[config.mk]
export PLATFORM = sky130hd
export DESIGN_NAME = float_writeback_arbiter
export DESIGN_NICKNAME = d
export VERILOG_FILES = /design/src/rtl/float_writeback_arbiter.sv
export SDC_FILE = /design/constraint.sdc
export NUM_CORES = 1
export LEC_CHECK = 0
export CELL_PAD_IN_SITES_DETAIL_PLACEMENT = 1
export CELL_PAD_IN_SITES_GLOBAL_PLACEMENT = 1
export CORE_MARGIN = 3
export CORE_UTILIZATION = 29
export CTS_BUF_LIST = sky130_fd_sc_hd__clkbuf_8
export DETAILED_ROUTE_END_ITERATION = 6
export GPL_TIMING_DRIVEN = 0
export PLACE_DENSITY_LB_ADDON = 0.1
export SETUP_SLACK_MARGIN = 0.15
export SLEW_MARGIN = 10
export SYNTH_ARGS = -nofsm -noshare
export SYNTH_HDL_FRONTEND = slang
export SYNTH_SLANG_ARGS = --single-unit
[constraint.sdc]
create_clock -name clk_i -period 2.25 [get_ports clk_i]
set_clock_uncertainty 0.1 [all_clocks]
set_input_delay 0.45 -clock clk_i [delete_from_list [all_inputs] [get_ports clk_i]]
set_output_delay 0.45 -clock clk_i [all_outputs]
set_load 0.02 [all_outputs]
[src/rtl/float_writeback_arbiter.sv]
// FP register-file write arbiter with pending-write scoreboard.
// Define FLOAT_WB_RR_EN for round-robin; default is fixed priority A > B.
module float_writeback_arbiter #(
    parameter int DATA_WIDTH = 32
) (
    input  logic                  clk_i,
    input  logic                  rst_i,
    input  logic                  issue_valid_i,
    input  logic [4:0]            issue_rd_i,
    input  logic                  a_valid_i,
    output logic                  a_ready_o,
    input  logic [4:0]            a_rd_i,
    input  logic [DATA_WIDTH-1:0] a_data_i,
    input  logic                  b_valid_i,
    output logic                  b_ready_o,
    input  logic [4:0]            b_rd_i,
    input  logic [DATA_WIDTH-1:0] b_data_i,
    output logic                  reg_write_o,
    output logic [4:0]            rd_o,
    output logic [DATA_WIDTH-1:0] write_data_o,
    output logic [31:0]           pending_o,
    output logic                  busy_o
);

    logic                  a_win;
    logic                  xfer;
    logic                  wr_en;
    logic [4:0]            sel_rd;
    logic [DATA_WIDTH-1:0] sel_data;

    logic                  reg_write_q;
    logic [4:0]            rd_q;
    logic [DATA_WIDTH-1:0] data_q;
    logic [31:0]           pending_q;
    logic [31:0]           pending_d;
    logic                  busy_q;

`ifdef FLOAT_WB_RR_EN
    // Pointer: 1 means B was granted last, so A wins the next contention.
    logic last_b_q;

    assign a_win = last_b_q;

    always_ff @(posedge clk_i or posedge rst_i) begin
        if (rst_i) begin
            last_b_q <= 1'b1;
        end else if (xfer) begin
            last_b_q <= b_ready_o;
        end
    end
`else
    assign a_win = 1'b1;
`endif

    assign a_ready_o = a_valid_i & (~b_valid_i | a_win);
    assign b_ready_o = b_valid_i & ~(a_valid_i & a_win);
    assign xfer      = a_ready_o | b_ready_o;
    assign sel_rd    = a_ready_o ? a_rd_i : b_rd_i;
    assign sel_data  = a_ready_o ? a_data_i : b_data_i;
    assign wr_en     = xfer & (sel_rd != 5'd0);

    // Set is applied after clear so a same-cycle issue keeps the bit.
    always_comb begin
        pending_d = pending_q;
        if (wr_en) begin
            pending_d[sel_rd] = 1'b0;
        end
        if (issue_valid_i && (issue_rd_i != 5'd0)) begin
            pending_d[issue_rd_i] = 1'b1;
        end
    end

    always_ff @(posedge clk_i or posedge rst_i) begin
        if (rst_i) begin
            reg_write_q <= 1'b0;
            rd_q        <= 5'd0;
            data_q      <= '0;
            pending_q   <= 32'd0;
            busy_q      <= 1'b0;
        end else begin
            reg_write_q <= wr_en;
            if (wr_en) begin
                rd_q   <= sel_rd;
                data_q <= sel_data;
            end
            pending_q <= pending_d;
            busy_q    <= |pending_d;
        end
    end

    assign reg_write_o  = reg_write_q;
    assign rd_o         = rd_q;
    assign write_data_o = data_q;
    assign pending_o    = pending_q;
    assign busy_o       = busy_q;

endmodule

==> impl_metrics.csv <==
group,metric,value,unit
run_status,status,"complete, no violations",
clocking,hold_buffers,0,
clocking,clkLatencyLatePin,360,ps
sta,fin_crit_sh,0.903,
cells_and_area,fin_nets,623,
clocking,clk_pin_slew_worst_paths,70,ps
routing,viasPerCell,5.24,
setup_path,cp_top_family,"simple AND/OR/NAND/NOR gates",
yosys,synth_fp_nets,454,
clocking,cts.path.max_buffers,2,
setup_path,reg2reg_setup_slack,570,ps
setup_path,crit_path_end_kind,"flip-flop",
setup_path,r2r_cells,4,
routing,drcViolationCount,0,
clocking,cts_made_buffers,9,
global_route,grt_util_all_layers,0.194,
setup_path,cp-start-kind,"input port",
routing,ant_nets,0,
yosys,async_flop_share,1.00,
sta,tightest_slew,628,ps
setup_path,worstSetupPathType,"input port to flip-flop",
worst_hold_path,hp-class,"input port to asynchronous set/reset pin",
global_route,overflow,0,
clocking,cts_tree,"done",
cells_and_area,antenna_cells,0,
sta,relSlewSlack,0.579,
placement,gp_congestion,0.833,
setup_path,max_stage_delay,450,ps
cells_and_area,multi_input_area,0.00190,mm^2
yosys,synth_cells,370,
yosys,ys_warn_count,0,
placement,place_ws,-799,ps
die,rows,39,
die,fp.dieW,117,um
cells_and_area,fin_area,0.00578,mm^2
placement,place_area,0.00534,mm^2
global_route,grt_pass1_vias,3752,
routing,drt_iter0_markers,115,
flow_run,max-cap-violations,0,
setup_path,cp_data_arrival_time,2150,ps
clocking,ctsHtreeMaxLevel,3,
global_route,grt_max_degree,37,
cells_and_area,register_area,0.00178,mm^2
cells_and_area,syn2layout_area_growth,62.2,%
pwr,powerDensity,709,mW/mm^2
pwr,ir_drop,0.343,mV
setup_path,startpoint,"a_valid_i",
global_route,grt_pass1_wl,20.3,mm
setup_path,r2r-end,"busy_o$_DFF_PP0_",
clocking,cts.sinks,71,
yosys,synthFlopType,"dfrtp_1",
setup_path,worst_r2r_startpoint,"pending_o[8]$_DFF_PP0_",
setup_path,cp_slowest_cell,"o32a_4",
die,fp.dieH,117,um
setup_path,critical_path_depth,8,
routing,vias,3581,
setup_path,endpoint,"busy_o$_DFF_PP0_",
yosys,yosys.cell_types.count,42,
die,core-area,0.0117,mm^2
sta,drv_slew,0,
clocking,cts-root-buf,"clkbuf_8",
placement,port_buffers,153,
sta,rsz0062_at_grt,"false",
die,io_pins,157,
die,initial_core_util,0.304,
sta,hold_violations,0,
sta,setup_viol,0,
routing,wire_per_inst,19.6,um
setup_path,path_cells,"buf_8 -> buf_12 -> buf_12 -> o32a_4 -> o21ai_4 -> nand4_1 -> nor4_4 -> nand4_1",
yosys,syn_area,0.00356,mm^2
setup_path,cp_max_fo,10,
yosys,ys_ff_latch,71,
setup_path,critical_path_buf_inv_count,3,
die,die_area,0.0136,mm^2
sta,worst_slack,219,ps
pwr,p_leak,2.42,nW
placement,dp_hpwl,10.1,mm
yosys,synth_edf_count,0,
sta,fmax,492,MHz
routing,drt_first_pass_iters,4,
routing,routed_wl,13.4,mm
cells_and_area,fill_cells,1304,
cells_and_area,drive_gt1_frac,0.153,
yosys,yosysSeqAreaShare,0.499,
global_route,antenna_found_initial,0,
yosys,avgSynthCellArea,9.63,um^2
setup_path,cp_data_required_time,2370,ps
sta,final.min_clock_period,2030,ps
## layout make-up
class	count	share of cell area
multi-input combinational	270	0.329
tap	143	0.0310
buffer	22	0.0316
clock inverter	3	0.00238
inverter	7	0.00520
clock buffer	10	0.0238
sequential	71	0.307
timing repair buffer	158	0.269
## power by group
group	switching (mW)	internal (mW)	total, mW
clock	0.471	0.404	0.875
combinational	0.831	0.756	1.59
sequential	0.138	1.50	1.64
## state kept, by name, indices dropped and copies added (netlist names)
name and count:
busy_o 1, rd_o 5, reg_write_o 1, write_data_o 32, pending_o 32
## stage by stage
stage	hold slack [ps]	setup TNS [ps]	std cells	total power, mW	util
floorplan	448	0	370	2.32	-
global placement	362	-26430	666	3.09	0.453
detailed placement	373	-27930	668	3.13	0.456
CTS	362	0	682	4.05	0.480
global route	382	0	684	4.31	0.493
finish	371	0	684	4.10	0.493
## metal layers
layer	track usage	wire [um]	share of wire	vias to the layer above
met4	0.0612	164	0.012	0
met1	0.248	5830	0.44	1793
met2	0.336	6680	0.50	100
met5	0	0	0	-
li1	-	-	-	1676
met3	0.0334	720	0.054	12
## worst min path at each step
stage | cells after the start | start | slack [ps] | to
5_1_grt | 3 | rst_i | 380 | write_data_o[14]$_DFFE_PP0N_
3_5_place_dp | 2 | rd_o[3]$_DFFE_PP0N_ | 370 | rd_o[3]$_DFFE_PP0N_
3_3_place_gp | 2 | rd_o[3]$_DFFE_PP0N_ | 360 | rd_o[3]$_DFFE_PP0N_
2_1_floorplan | 1 | issue_rd_i[0] | 450 | pending_o[28]$_DFF_PP0_
6_report | 3 | rst_i | 370 | write_data_o[13]$_DFFE_PP0N_
4_1_cts | 3 | b_rd_i[0] | 360 | rd_o[0]$_DFFE_PP0N_
## worst register-to-register path, stage by stage, from the launching register on
cell and delay (ps):
dfrtp_1 400, a32o_2 230, or3b_4 410, nor4_4 270, nand4_1 140
## kinds of logic after synthesis
family	count (synthesis)	synth area share
and+or+nand+nor	125	0.186
muxes	35	0.0984
buffers and inverters	29	0.0411
DFF	71	0.499
AOI/OAI and AO/OA	110	0.176
## timing repair
item | in CTS | in global routing
pin swaps | 6 | 18
gates resized for setup | 70 | 68
buffers inserted | 1 | 1
gates cloned | 0 | 1
setup endpoints to repair | 50 | 38
## cell usage in the layout, fill, tap and decap left out, drive strengths merged, types with 7 or more instances in the layout
cell type      Yosys  layout
clkdlybuf4s50      0     137
o21ai             82      82
nor2b              7       7
inv                7       7
o2111ai            7       7
mux2i             35      35
dfrtp             71      71
clkbuf             8      24
buf               14      23
nor2              12      12
nand2             66      66
## cell usage after synthesis, types with 4 or more instances
master / n / area (um^2)
o21ai_0: 80 / 400
dfrtp_1: 71 / 1780
nand2_1: 66 / 248
mux2i_1: 35 / 350
nor2_1: 12 / 45.0
buf_2: 9 / 45.0
clkbuf_1: 8 / 30.0
inv_1: 7 / 26.3
nor2b_1: 7 / 43.8
o2111ai_1: 7 / 61.3
a31oi_1: 6 / 37.5
nand3_1: 6 / 30.0
nor4_1: 5 / 31.3
nand2b_1: 4 / 25.0
(Power assumes the default switching activity.)
